[config.mk]
export PLATFORM = sky130hd
export DESIGN_NAME = spi_shift_engine_flat
export DESIGN_NICKNAME = d
export VERILOG_FILES = /design/src/rtl/spi_shift_engine_if.sv /design/src/rtl/spi_shift_engine.sv /design/src/flat_wrapper.sv
export SDC_FILE = /design/constraint.sdc
export NUM_CORES = 1
export LEC_CHECK = 0
export BUFFER_PORTS_ARGS = -buffer_cell sky130_fd_sc_hd__buf_2
export CAP_MARGIN = 20
export CORE_MARGIN = 2
export CORE_UTILIZATION = 57
export CTS_BUF_LIST = sky130_fd_sc_hd__clkbuf_16
export DETAILED_ROUTE_END_ITERATION = 7
export PLACE_DENSITY = 0.8
export SLEW_MARGIN = 10
export SYNTH_ARGS = -nofsm -noshare
export SYNTH_HDL_FRONTEND = slang
export SYNTH_SLANG_ARGS = --single-unit
[constraint.sdc]
create_clock -name i_clk -period 5.5 [get_ports i_clk]
set_clock_uncertainty 0.2 [all_clocks]
set_input_delay 1.375 -clock i_clk [delete_from_list [all_inputs] [get_ports i_clk]]
set_output_delay 1.375 -clock i_clk [all_outputs]
set_load 0.005 [all_outputs]
[src/rtl/spi_shift_engine_if.sv]
// Signal bundle between the core-side bus, the SPI clock stage and spi_shift_engine.
// The slave modport is the engine's view; master is the driving side.
interface spi_shift_engine_if #(
    parameter int unsigned DATAWIDTH = 8
);
    logic                 i_tx_valid;
    logic [DATAWIDTH-1:0] i_tx_byte;
    logic                 o_tx_ready;
    logic                 o_clk_start;
    logic                 i_leading_edge;
    logic                 i_trailing_edge;
    logic                 o_spi_mosi;
    logic                 i_spi_miso;
    logic                 o_spi_cs_n;
    logic                 o_rx_valid;
    logic [DATAWIDTH-1:0] o_rx_byte;
    logic                 o_busy;

    modport slave (
        input  i_tx_valid, i_tx_byte, i_leading_edge, i_trailing_edge, i_spi_miso,
        output o_tx_ready, o_clk_start, o_spi_mosi, o_spi_cs_n, o_rx_valid, o_rx_byte, o_busy
    );

    modport master (
        output i_tx_valid, i_tx_byte, i_leading_edge, i_trailing_edge, i_spi_miso,
        input  o_tx_ready, o_clk_start, o_spi_mosi, o_spi_cs_n, o_rx_valid, o_rx_byte, o_busy
    );
endinterface

[src/rtl/spi_shift_engine.sv]
// SPI mode-0 master data path: takes a word over valid/ready and shifts it on clock-stage strobes.
// Define SPI_LSB_FIRST_EN to transmit bit 0 first; default is MSB first.
module spi_shift_engine #(
    parameter int unsigned DATAWIDTH = 8
) (
    input logic               i_clk,
    input logic               i_reset,
    spi_shift_engine_if.slave bus
);
    localparam int unsigned CntW = $clog2(DATAWIDTH + 1);
    localparam logic [CntW-1:0] CntFull = CntW'(DATAWIDTH);

    localparam logic [1:0] IDLE  = 2'd0;
    localparam logic [1:0] SHIFT = 2'd1;
    localparam logic [1:0] DONE  = 2'd2;

    logic [1:0]           state_q, state_d;
    logic [DATAWIDTH-1:0] tx_sr_q, tx_sr_d;
    logic [DATAWIDTH-1:0] rx_sr_q, rx_sr_d;
    logic [DATAWIDTH-1:0] rx_byte_q, rx_byte_d;
    logic [CntW-1:0]      cnt_q, cnt_d;
    logic                 tx_ready_q, tx_ready_d;
    logic                 clk_start_q, clk_start_d;
    logic                 mosi_q, mosi_d;
    logic                 cs_n_q, cs_n_d;
    logic                 rx_valid_q, rx_valid_d;
    logic                 busy_q, busy_d;

    logic                 accept;
    logic                 first_bit;
    logic                 next_bit;
    logic [DATAWIDTH-1:0] tx_next;
    logic [DATAWIDTH-1:0] rx_shifted;

`ifdef SPI_LSB_FIRST_EN
    assign first_bit  = bus.i_tx_byte[0];
    assign tx_next    = tx_sr_q >> 1;
    assign next_bit   = tx_next[0];
    assign rx_shifted = {bus.i_spi_miso, rx_sr_q[DATAWIDTH-1:1]};
`else
    assign first_bit  = bus.i_tx_byte[DATAWIDTH-1];
    assign tx_next    = tx_sr_q << 1;
    assign next_bit   = tx_next[DATAWIDTH-1];
    assign rx_shifted = {rx_sr_q[DATAWIDTH-2:0], bus.i_spi_miso};
`endif

    assign accept = (state_q == IDLE) && tx_ready_q && bus.i_tx_valid;

    always_comb begin
        state_d     = state_q;
        tx_sr_d     = tx_sr_q;
        rx_sr_d     = rx_sr_q;
        rx_byte_d   = rx_byte_q;
        cnt_d       = cnt_q;
        mosi_d      = mosi_q;
        cs_n_d      = cs_n_q;
        busy_d      = busy_q;
        tx_ready_d  = 1'b0;
        clk_start_d = 1'b0;
        rx_valid_d  = 1'b0;
        case (state_q)
            IDLE: begin
                tx_ready_d = 1'b1;
                cs_n_d     = 1'b1;
                busy_d     = 1'b0;
                if (accept) begin
                    state_d     = SHIFT;
                    tx_sr_d     = bus.i_tx_byte;
                    rx_sr_d     = '0;
                    cnt_d       = CntFull;
                    mosi_d      = first_bit;
                    clk_start_d = 1'b1;
                    cs_n_d      = 1'b0;
                    busy_d      = 1'b1;
                    tx_ready_d  = 1'b0;
                end
            end
            SHIFT: begin
                // A leading strobe wins; a coincident trailing strobe is dropped.
                if (bus.i_leading_edge) begin
                    if (cnt_q != '0) begin
                        rx_sr_d = rx_shifted;
                        cnt_d   = cnt_q - CntW'(1);
                    end
                end else if (bus.i_trailing_edge) begin
                    if (cnt_q != '0) begin
                        tx_sr_d = tx_next;
                        mosi_d  = next_bit;
                    end else begin
                        state_d    = DONE;
                        rx_valid_d = 1'b1;
                        rx_byte_d  = rx_sr_q;
                        cs_n_d     = 1'b1;
                        busy_d     = 1'b0;
                    end
                end
            end
            DONE: begin
                state_d    = IDLE;
                tx_ready_d = 1'b1;
                cs_n_d     = 1'b1;
                busy_d     = 1'b0;
            end
            default: begin
                state_d = IDLE;
                cs_n_d  = 1'b1;
                busy_d  = 1'b0;
            end
        endcase
    end

    always_ff @(posedge i_clk) begin
        if (i_reset) begin
            state_q     <= IDLE;
            tx_sr_q     <= '0;
            rx_sr_q     <= '0;
            rx_byte_q   <= '0;
            cnt_q       <= '0;
            tx_ready_q  <= 1'b0;
            clk_start_q <= 1'b0;
            mosi_q      <= 1'b0;
            cs_n_q      <= 1'b1;
            rx_valid_q  <= 1'b0;
            busy_q      <= 1'b0;
        end else begin
            state_q     <= state_d;
            tx_sr_q     <= tx_sr_d;
            rx_sr_q     <= rx_sr_d;
            rx_byte_q   <= rx_byte_d;
            cnt_q       <= cnt_d;
            tx_ready_q  <= tx_ready_d;
            clk_start_q <= clk_start_d;
            mosi_q      <= mosi_d;
            cs_n_q      <= cs_n_d;
            rx_valid_q  <= rx_valid_d;
            busy_q      <= busy_d;
        end
    end

    assign bus.o_tx_ready  = tx_ready_q;
    assign bus.o_clk_start = clk_start_q;
    assign bus.o_spi_mosi  = mosi_q;
    assign bus.o_spi_cs_n  = cs_n_q;
    assign bus.o_rx_valid  = rx_valid_q;
    assign bus.o_rx_byte   = rx_byte_q;
    assign bus.o_busy      = busy_q;
endmodule

[src/flat_wrapper.sv]
// flat-port wrapper written by rule: the top's interface ports become plain ports
module spi_shift_engine_flat 
#(
    parameter int unsigned DATAWIDTH = 8
)
  (i_clk, i_reset, bus_i_tx_valid, bus_i_tx_byte, bus_i_leading_edge, bus_i_trailing_edge, bus_i_spi_miso, bus_o_tx_ready, bus_o_clk_start, bus_o_spi_mosi, bus_o_spi_cs_n, bus_o_rx_valid, bus_o_rx_byte, bus_o_busy);
  spi_shift_engine_if #(.DATAWIDTH(DATAWIDTH)) bus_i ();
  input logic i_clk;
  input logic i_reset;
  input wire logic [$bits(bus_i.i_tx_valid)-1:0] bus_i_tx_valid;
  input wire logic [$bits(bus_i.i_tx_byte)-1:0] bus_i_tx_byte;
  input wire logic [$bits(bus_i.i_leading_edge)-1:0] bus_i_leading_edge;
  input wire logic [$bits(bus_i.i_trailing_edge)-1:0] bus_i_trailing_edge;
  input wire logic [$bits(bus_i.i_spi_miso)-1:0] bus_i_spi_miso;
  output wire logic [$bits(bus_i.o_tx_ready)-1:0] bus_o_tx_ready;
  output wire logic [$bits(bus_i.o_clk_start)-1:0] bus_o_clk_start;
  output wire logic [$bits(bus_i.o_spi_mosi)-1:0] bus_o_spi_mosi;
  output wire logic [$bits(bus_i.o_spi_cs_n)-1:0] bus_o_spi_cs_n;
  output wire logic [$bits(bus_i.o_rx_valid)-1:0] bus_o_rx_valid;
  output wire logic [$bits(bus_i.o_rx_byte)-1:0] bus_o_rx_byte;
  output wire logic [$bits(bus_i.o_busy)-1:0] bus_o_busy;
  assign bus_i.i_tx_valid = bus_i_tx_valid;
  assign bus_i.i_tx_byte = bus_i_tx_byte;
  assign bus_i.i_leading_edge = bus_i_leading_edge;
  assign bus_i.i_trailing_edge = bus_i_trailing_edge;
  assign bus_i.i_spi_miso = bus_i_spi_miso;
  assign bus_o_tx_ready = bus_i.o_tx_ready;
  assign bus_o_clk_start = bus_i.o_clk_start;
  assign bus_o_spi_mosi = bus_i.o_spi_mosi;
  assign bus_o_spi_cs_n = bus_i.o_spi_cs_n;
  assign bus_o_rx_valid = bus_i.o_rx_valid;
  assign bus_o_rx_byte = bus_i.o_rx_byte;
  assign bus_o_busy = bus_i.o_busy;
  spi_shift_engine #(.DATAWIDTH(DATAWIDTH)) u_core (.i_clk(i_clk), .i_reset(i_reset), .bus(bus_i));
endmodule
==> metrics <==
outcome=finished, final reports clean; die area=0.00291 mm²; number of antenna diodes=0; Data arrival, critical path=2.78 ns; setup TNS=0 ns; total CTS buffers=5; Post-Synth XOR/XNOR Area=0.00616; crit start category=primary input; Crit-path slowest cell=nor2b_1; CP max FO=10; total of max-cap violations=0; vias per cell=5.73; Final Wtd Congestion=0.836; Residual DRC=0; RSZ-0062 raised after global routing=false; period utilization=0.515; total gr overflow=0; Setup Viol. Count Final=0; most frequent cells in the layout=dfxtp_1 (35), buf_2 (27), nand2_1 (12); starting density of the core=0.590; share of post-route cells with drive strength above 1=0.343; post-CTS resize count=0; Total Wirelength=2750 µm; initial antenna violation count=0; worst slew pin tran=0.946 ns; Synth Area in Adders=0.00880; min cycle time layout=2.83 ns; clock root buffer=clkbuf_16; P_leak=0.807 nW; Max Clock Freq=353 MHz; worst reg2reg endpoint=u_core.cnt_q[1]$_SDFFE_PP0P_; DIE WIDTH=54.0 µm; Pwr Total=641 µW; Slew headroom=0.368; via count=1,123; DP HPWL=1860 µm; # rows=18; Worst Path Required=5.45 ns; Post-DP Area=0.00156 mm²; vias in the first global route=977; Die Height=54.0 µm; Buffers on Ports=27; CTS tree=yes; Clock transition at path regs=0.05 ns; synth unique cells=37; CP top delay family=simple AND/OR/NAND/NOR gates; Worst Hold Path EP=u_core.bus.o_spi_mosi$_SDFFE_PP0P_; PwrDens=372 mW/mm²; first-pass GRT wire length=4480 µm; Synth Register Bits=35; multiplexer share of the synthesized area=0.0642; pin count of the biggest net entering global routing=19; DRT Pass-1 Iters=4; final hold vios=0; Cell Chain, Critical Path=buf_2, nor2b_1, nand3_2, mux2i_1, nor2_1; synthesis warning total=0; Syn Area/Cell=10.2 µm²; Simple-Gate Fraction of Synth Area=0.150; largest family of logic cells by synthesized area=compound AO/OA/AOI/OAI gates; Cell Area, Synth=0.00142 mm²; Final Max Tran Viols=0; CP endpoint kind=register; HP Start=u_core.bus.o_spi_mosi$_SDFFE_PP0P_; complex-gate fraction of the synthesized area=0.234; Tightest Hold Check Type=reg -> reg; synthesized instance count=139; syn_nets=154; Placeable Area=0.00241 mm²; # H-tree levels=2; FF-to-FF setup slack=3.18 ns; Crit Path Class=in -> reg; number of hold buffers added after CTS=0; worst r2r path cells=4; Crit path buffers/inverters=1; Critical R2R Launch=u_core.state_q[0]$_SDFFE_PP0P_; Global Route Usage Sum=0.227; design area=0.00172 mm²; CTS Buffer Depth=2; postcts setup bufs=0; Fillers=187; num ports=28; TritonCTS sink count=35; Final #Nets=180; clock latency at the later pin of the worst-skew pair=0.28 ns; Detail Route Antenna Nets=0; commonest non-fill, non-tap cell in the layout=dfxtp_1; CP peak stage delay=0.55 ns; Peak VDD IR=0.283 mV; DRT iter0 DRCs=33; Wirelength per Cell=14.0 µm; Synth-to-Final Area Change=21.2%; worst hold stages=2; post-synthesis sequential area ratio=0.493
==> per-stage QoR <==
stage | util | hold slack, ns | std cells | setup WS, ns
after floorplan | - | 0.240 | 139 | 2.92
after global routing | 0.715 | 0.293 | 196 | 2.58
after CTS | 0.715 | 0.264 | 196 | 2.70
after global placement | 0.645 | 0.250 | 188 | 2.48
after detailed placement | 0.645 | 0.253 | 188 | 2.42
final | 0.715 | 0.261 | 196 | 2.67
==> cell type report <==
| class | count | area (µm²) | area share |
|---|---|---|---|
| tap | 30 | 37.5 | 0.0218 |
| inverter | 6 | 22.5 | 0.0131 |
| multi-input combinational | 90 | 659 | 0.382 |
| clock buffer | 5 | 125 | 0.0726 |
| timing repair buffer | 27 | 135 | 0.0784 |
| clock inverter | 3 | 43.8 | 0.0254 |
| sequential | 35 | 701 | 0.406 |
==> report_power, final <==
part	leakage [nW]	internal [mW]	switching [mW]
registers	0.284	0.264	0.00589
clock network	0.0838	0.213	0.103
logic	0.439	0.0227	0.0314
==> routing by layer <==
metal	global-route usage	wire length [µm]	part of all wire
met4	0.120	42	0.015
met3	0.0972	176	0.064
met2	0.333	1290	0.47
met1	0.280	1240	0.45
met5	0	0	0
==> state kept, by name, indices dropped and copies added, names as in the netlist <==
register,cells
u_core.rx_sr_q,8
u_core.bus.o_rx_valid,1
u_core.bus.o_rx_byte,8
u_core.cnt_q,4
u_core.bus.o_busy,1
u_core.bus.o_clk_start,1
u_core.state_q,2
u_core.tx_sr_q,7
u_core.bus.o_spi_cs_n,1
u_core.bus.o_tx_ready,1
u_core.bus.o_spi_mosi,1
==> synthesized netlist by cell type, drive strengths merged <==
cell,number,share of area
a211oi,1,0.0053
a21o,1,0.0053
a21oi,2,0.015
a22o,9,0.063
a31oi,1,0.0044
a32o,1,0.0070
and2b,1,0.0053
and3,1,0.0053
and4bb,1,0.0088
buf,3,0.015
clkbuf,5,0.013
clkinv,1,0.0026
dfxtp,35,0.49
ha,1,0.0088
inv,5,0.013
mux2,1,0.0079
mux2i,8,0.056
nand2,12,0.032
nand2b,1,0.0044
nand3,1,0.0070
nand4,1,0.0044
nand4bb,1,0.0079
nor2,10,0.026
nor2b,3,0.013
nor3,3,0.011
nor3b,1,0.0053
nor4b,1,0.0062
o211ai,7,0.037
o21a,1,0.0053
o21ai,9,0.032
o221a,7,0.055
o22ai,1,0.0044
or2b,1,0.0062
or3b,1,0.0079
xor2,1,0.0062
==> tightest hold or removal path: cells and delay by family (launching register included) <==
kind            cells  cell delay, ns
flops               1            0.30
compound gates      1            0.06
simple gates        1            0.05
==> worst max-delay path by stage <==
stage / startpoint / end / slack (ns) / cells after the start
final: bus_i_leading_edge / u_core.bus.o_rx_byte[5]$_SDFFE_PP0P_ / 2.67 / 5
after global routing: bus_i_leading_edge / u_core.bus.o_rx_byte[5]$_SDFFE_PP0P_ / 2.58 / 5
after CTS: bus_i_leading_edge / u_core.bus.o_rx_byte[5]$_SDFFE_PP0P_ / 2.70 / 5
after detailed placement: bus_i_leading_edge / u_core.bus.o_rx_byte[5]$_SDFFE_PP0P_ / 2.42 / 5
after global placement: bus_i_leading_edge / u_core.bus.o_rx_byte[1]$_SDFFE_PP0P_ / 2.48 / 5
after floorplan: i_reset / u_core.cnt_q[0]$_SDFFE_PP0P_ / 2.92 / 5
==> kinds of logic after synthesis <==
logic type	count (synthesis)
fa+ha+maj	1
flops	35
mux	9
simple gates	39
xor+xnor	1
buf+inv	14
compound gates	40
No activity file was read; power rests on OpenSTA's default activity.
